$ cat src/rtl/cpu_mem_pkg.sv
// Shared types and default sizing for the CPU memory-port arbiter slice.
package cpu_mem_pkg;

    localparam int DEF_ADDR_W   = 10;
    localparam int DEF_DATA_W   = 32;
    localparam int DEF_LAT      = 2;
    localparam int DEF_FAIRNESS = 3;
    localparam int LAT_CNT_W    = 3;

    typedef enum logic [1:0] {
        IDLE = 2'd0,
        BUSY = 2'd1,
        RESP = 2'd2
    } arb_state_t;

    typedef enum logic {
        FETCH = 1'b0,
        DATA  = 1'b1
    } owner_t;

    // A grant is followed by LAT-1 further wait cycles before the read data lands.
    function automatic logic [LAT_CNT_W-1:0] lat_preload(input int lat);
        return LAT_CNT_W'(lat - 1);
    endfunction

endpackage

$ cat src/rtl/lat_counter.sv
// Down-counter for memory read latency: load on grant, count down while busy.
module lat_counter #(
    parameter int W = 3
) (
    input  logic         clk,
    input  logic         rst,
    input  logic         load,
    input  logic [W-1:0] load_val,
    input  logic         dec,
    output logic         zero
);

    logic [W-1:0] count_reg;

    always_ff @(posedge clk) begin
        if (rst) begin
            count_reg <= '0;
        end else if (load) begin
            count_reg <= load_val;
        end else if (dec && (count_reg != '0)) begin
            count_reg <= count_reg - 1'b1;
        end
    end

    assign zero = (count_reg == '0);

endmodule

$ cat src/rtl/mem_port_arbiter.sv
// Arbitrates the fetch and data ports onto one single-port memory, one access in flight.
module mem_port_arbiter
    import cpu_mem_pkg::*;
#(
    parameter int ADDR_W   = DEF_ADDR_W,
    parameter int DATA_W   = DEF_DATA_W,
    parameter int LAT      = DEF_LAT,
    parameter int FAIRNESS = DEF_FAIRNESS
) (
    input  logic              clk,
    input  logic              rst,

    input  logic              if_req,
    input  logic [ADDR_W-1:0] if_addr,
    output logic              if_gnt,
    output logic              if_valid,
    output logic [DATA_W-1:0] if_rdata,

    input  logic              d_req,
    input  logic              d_we,
    input  logic [ADDR_W-1:0] d_addr,
    input  logic [DATA_W-1:0] d_wdata,
    output logic              d_gnt,
    output logic              d_valid,
    output logic [DATA_W-1:0] d_rdata,

    output logic              mem_en,
    output logic              mem_we,
    output logic [ADDR_W-1:0] mem_addr,
    output logic [DATA_W-1:0] mem_wdata,
    input  logic [DATA_W-1:0] mem_rdata,

    output logic              stall_if,
    output logic              stall_mem
);

    localparam int FAIR_W = (FAIRNESS < 1) ? 1 : $clog2(FAIRNESS + 1);

    arb_state_t        state_reg;
    owner_t            owner_reg;
    logic              owner_we_reg;
    logic [FAIR_W-1:0] fair_reg;
    logic [DATA_W-1:0] if_rdata_reg;
    logic [DATA_W-1:0] d_rdata_reg;

    logic arb_ok;
    logic fair_full;
    logic fetch_wins;
    logic grant_f;
    logic grant_d;
    logic any_grant;
    logic resp_now;
    logic lat_zero;
    logic fetch_out;
    logic data_out;

    // RESP arbitrates exactly like IDLE so a new access can start alongside the valid pulse.
    assign arb_ok     = ((state_reg == IDLE) || (state_reg == RESP)) && !rst;
    assign fair_full  = (fair_reg == FAIR_W'(FAIRNESS));
    assign fetch_wins = if_req && (!d_req || fair_full);
    assign grant_f    = arb_ok && fetch_wins;
    assign grant_d    = arb_ok && d_req && !fetch_wins;
    assign any_grant  = grant_f || grant_d;

    assign if_gnt    = grant_f;
    assign d_gnt     = grant_d;
    assign mem_en    = any_grant;
    assign mem_we    = grant_d && d_we;
    assign mem_addr  = grant_f ? if_addr : d_addr;
    assign mem_wdata = d_wdata;

    assign resp_now = (state_reg == RESP) && !rst;
    assign if_valid = resp_now && (owner_reg == FETCH);
    assign d_valid  = resp_now && (owner_reg == DATA);
    assign if_rdata = if_rdata_reg;
    assign d_rdata  = d_rdata_reg;

    // An access counts as outstanding from its grant cycle until its valid pulse.
    assign fetch_out = grant_f || (!rst && (state_reg != IDLE) && (owner_reg == FETCH));
    assign data_out  = grant_d || (!rst && (state_reg != IDLE) && (owner_reg == DATA));
    assign stall_if  = (if_req && !if_gnt) || (fetch_out && !if_valid);
    assign stall_mem = (d_req && !d_gnt) || (data_out && !d_valid);

    lat_counter #(
        .W (LAT_CNT_W)
    ) u_lat_counter (
        .clk      (clk),
        .rst      (rst),
        .load     (any_grant),
        .load_val (lat_preload(LAT)),
        .dec      (state_reg == BUSY),
        .zero     (lat_zero)
    );

    always_ff @(posedge clk) begin
        if (rst) begin
            state_reg    <= IDLE;
            owner_reg    <= FETCH;
            owner_we_reg <= 1'b0;
            fair_reg     <= '0;
            if_rdata_reg <= '0;
            d_rdata_reg  <= '0;
        end else begin
            // Fairness only accumulates while a fetch is actually waiting.
            if (!if_req || grant_f) begin
                fair_reg <= '0;
            end else if (grant_d && !fair_full) begin
                fair_reg <= fair_reg + 1'b1;
            end

            case (state_reg)
                IDLE, RESP: begin
                    if (any_grant) begin
                        state_reg    <= BUSY;
                        owner_reg    <= grant_d ? DATA : FETCH;
                        owner_we_reg <= grant_d && d_we;
                    end else begin
                        state_reg <= IDLE;
                    end
                end
                BUSY: begin
                    if (lat_zero) begin
                        state_reg <= RESP;
                        if (owner_reg == FETCH) begin
                            if_rdata_reg <= mem_rdata;
                        end else if (!owner_we_reg) begin
                            d_rdata_reg <= mem_rdata;
                        end
                    end
                end
                default: begin
                    state_reg <= IDLE;
                end
            endcase
        end
    end

endmodule

$ cat config.mk
export PLATFORM = sky130hd
export DESIGN_NAME = mem_port_arbiter
export DESIGN_NICKNAME = d
export VERILOG_FILES = /design/src/rtl/cpu_mem_pkg.sv /design/src/rtl/lat_counter.sv /design/src/rtl/mem_port_arbiter.sv
export SDC_FILE = /design/constraint.sdc
export NUM_CORES = 1
export LEC_CHECK = 0
export CAP_MARGIN = 20
export CORE_MARGIN = 2
export CORE_UTILIZATION = 37
export CTS_CLUSTER_DIAMETER = 100
export DETAILED_ROUTE_END_ITERATION = 16
export GPL_TIMING_DRIVEN = 0
export HOLD_SLACK_MARGIN = 0.1
export PLACE_DENSITY_LB_ADDON = 0.05
export SLEW_MARGIN = 20
export SYNTH_ARGS = -nofsm -noshare
export SYNTH_HDL_FRONTEND = slang
export SYNTH_SLANG_ARGS = --single-unit
$ cat constraint.sdc
create_clock -name clk -period 2.3 [get_ports clk]
set_input_delay 0.345 -clock clk [delete_from_list [all_inputs] [get_ports clk]]
set_output_delay 0.345 -clock clk [all_outputs]
set_load 0.03 [all_outputs]
==> summary.md <==
| Metric | Value |
|---|---|
| Status | `completed` |
| Min-delay worst type | `primary input to flip-flop` |
| Post-CTS Setup Bufs | `0` |
| Non-Filler Instances | `around 640` |
| Leak pwr | `between 0.002 and 0.0025 uW` |
| Grt total ovfl | `0` |
| Root buf cell | `clkbuf_8` |
| Area grow syn2layout | `61.87%` |
| Grt peak-use layer | `met2` |
| Sink Count | `73` |
| Largest net degree at the start of global routing | `13` |
| Placed Cells | `approximately 630` |
| Buffers on Ports | `169` |
| Worst path required time | `roughly 2000 ps` |
| EDFF count, synth | `0` |
| Hold Path Stages | `2` |
| Grt met2 use | `a little under a third` |
| ANT cells | `0` |
| Core area | `0.008678 sq mm` |
| Worst-skew pair later-pin latency | `between 300 and 400 ps` |
| Average size of a mapped cell | `just over 9 sq um` |
| Final setup violation count | `0` |
| Global-route met3 utilization | `4.152%` |
| Post-Route WL | `8848 microns` |
| CTS tree | `yes` |
| Yosys reg bits | `73` |
| Die H | `about 98 microns` |
| Slowest library cell on the worst path | `or3_4` |
| Final Critical Period | `2208 ps` |
| R2R Path End | `if_rdata[16]$_SDFFE_PP0P_` |
| Vias | `a little under 3000` |
| Max-slew violations | `0` |
| FFs w/ async S/R, synth | `0%` |
| GP Congestion | `between 0.7 and 0.8` |
| Hold WS | `approximately 390 ps` |
| Power density cells | `~590 mW/mm^2` |
| Avg WL per Cell | `13.74 microns` |
| Area leader, netlist | `dfxtp_1` |
| Worst R2R Path Depth | `8` |
| Unrepaired setup endpoints after global routing | `false` |
| Syn_nets | `between 400 and 500` |
| Clk slew on worst S/H paths | `approximately 70 ps` |
| Area fraction of the dominant cell type after synthesis | `roughly 44%` |
| Slew margin rel. | `a little under half` |
| I/O pin total | `203` |
| Synth warn | `0` |
| Synth cell types | `34` |
| Post-route DRC | `0` |
| Post-Route Utilization | `between 60% and 70%` |
| WP data arrival | `approximately 1900 ps` |
| Initial Util | `a little under two fifths` |
| Commonest non-fill, non-tap cell in the layout | `clkdlybuf4s50_1` |
| Peak fanout along the critical path | `10` |
| Critical path's largest stage delay | `around 370 ps` |
| WS Path Type | `flip-flop to output port` |
| First-pass GRT wire length | `14170 microns` |
| Worst Skew | `~8.6 ps` |
| Most frequent cells in the layout | `149 x clkdlybuf4s50_1, 100 x nand2_1, 71 x dfxtp_1` |
| Max Cap Viol | `0` |
| Sequential area share after synthesis | `~44%` |
| Final worst path period share | `95.99%` |
| Fillcell total | `roughly 800` |
| Largest cells by area after synthesis | `dfxtp_1 44%, mux2i_1 19%, nand2_1 11%` |
| Total CTS buffers | `9` |
| DIE WIDTH | `between 90 and 100 microns` |
| Drt first-iter violations | `52` |
| Mapped Area | `0.003294 sq mm` |
| FF-to-FF Start | `u_lat_counter.count_reg[0]$_SDFFE_PP0P_` |
| Pre-antenna DRT Iters | `4` |
| Peak Freq | `approximately 0.45 GHz` |
| VDD IR max | `0.3056 mV` |
| Critical path cell sequence | `ha_4 -> nor2b_1 -> or3_4 -> buf_6 -> mux2_2 -> buf_2` |
| Gate Count Post-Synth | `352` |
| Vias in the first global route | `2927` |
| Share of cells above drive strength 1 | `between 10% and 20%` |
| Worst-margin pin slew | `794.7 ps` |
| Final ANT Viol Nets | `0` |
| GR Util met1 | `between 20% and 30%` |
| GRT Total Usage | `a little under a fifth` |
| Htree depth | `3` |
| Clock Path Buffers | `2` |
| Flop2flop setup slack | `approximately 370 ps` |
| HPWL Detailed | `6797 microns` |
| Hold wc startpoint | `rst` |
| FP Rows | `34` |
| Initial antenna violation count | `0` |
| Critical Path Source Type | `flip-flop` |
| Nets@finish | `about 620` |
| Vias per inst | `4.609` |
| Setup crit end kind | `output port` |
| Die area | `slightly below 0.01 sq mm` |
| Main synth FF type | `dfxtp_1` |
| Worst hold endpoint | `state_reg[0]$_SDFFE_PP0N_` |
| Hold Vio Cnt, Final | `0` |
| CTS Hold Bufs | `0` |
[through the flow]
stage          instance area (sq um)  TNS, ps  total power [uW]  worst slack (ps)
6_report                        5333        0              3127             92.12
5_1_grt                         5333        0              3264             2.123
4_1_cts                         5318   -100.2              3157            -100.2
3_5_place_dp                    5127    -7104              2044            -604.3
3_3_place_gp                    5127    -6809              2036            -584.7
2_1_floorplan                   3301        0              1745             157.8
[critical path, delay by kind of cell, from the launching register on]
| kind | cells | cell delay [ps] |
|---|---|---|
| flip-flops | 1 | 360 |
| multiplexers | 1 | 270 |
| AND/OR/NAND/NOR | 2 | 420 |
| adder cells (fa/ha/maj) | 1 | 150 |
| buffers and inverters | 2 | 330 |
[cell usage after synthesis, drive strengths merged (2+ instances only)]
cell and number:
or4 2, mux2 10, o21ai 3, or3 2, nor2 4, nor2b 2
buf 40, clkbuf 13, dfxtp 73, mux2i 64, nand2b 4, inv 8
nor3 3, nand3 2, a21oi 7, ha 3, nor4b 2, nand2 100
[kinds of logic (layout without fill, tap and decap cells)]
| group | Yosys count | in the layout | synth area share, % |
|---|---|---|---|
| buffers and inverters | 61 | 245 | 12.19 |
| adders and majority gates | 3 | 3 | 1.140 |
| AOI/OAI and AO/OA | 15 | 15 | 2.773 |
| and+or+nand+nor | 126 | 126 | 16.67 |
| DFF | 73 | 73 | 44.36 |
| muxes | 74 | 74 | 22.86 |
[area by class of cell]
| class | instances | area, sq um | area share, % |
|---|---|---|---|
| Clock buffer | 11 | 151.4 | 2.839 |
| Inverter | 8 | 30.03 | 0.5631 |
| Timing Repair Buffer | 169 | 1640 | 30.76 |
| Multi-Input combinational cell | 218 | 1455 | 27.29 |
| Tap cell | 108 | 135.1 | 2.534 |
| Buffer | 53 | 380.4 | 7.133 |
| Sequential cell | 73 | 1464 | 27.45 |
| Clock inverter | 4 | 76.32 | 1.431 |
[worst max-delay path by stage]
| stage | startpoint | slack (ps) | end | depth (start not counted) |
|---|---|---|---|---|
| floorplan | rst | 160 | stall_if | 6 |
| global placement | d_req | -580 | mem_addr[9] | 6 |
| detailed placement | d_req | -600 | mem_addr[2] | 6 |
| CTS | fair_reg[1]$_SDFFE_PP0P_ | -100 | mem_addr[1] | 6 |
| global route | fair_reg[1]$_SDFFE_PP0P_ | 2 | mem_addr[3] | 6 |
| finish | fair_reg[1]$_SDFFE_PP0P_ | 90 | mem_addr[9] | 6 |
[per-layer routing]
layer | routed length, microns | vias up
met5 | 0 | -
met1 | 3780 | 1373
met2 | 4448 | 97
met4 | 115 | 0
li1 | - | 1487
met3 | 503 | 11
[where the power goes]
part	leakage (uW)	switching, uW	internal [uW]
sequential	0.000592	26.0	1300
combinational	0.00158	347	319
clock	0.000112	465	666
total	0.00228	838	2290
[timing repair]
action | 4_1_cts | 5_1_grt
pin swaps | 0 | 1
gates resized for setup | 67 | 7
setup endpoints to repair | 18 | 13
(Power assumes the default switching activity.)
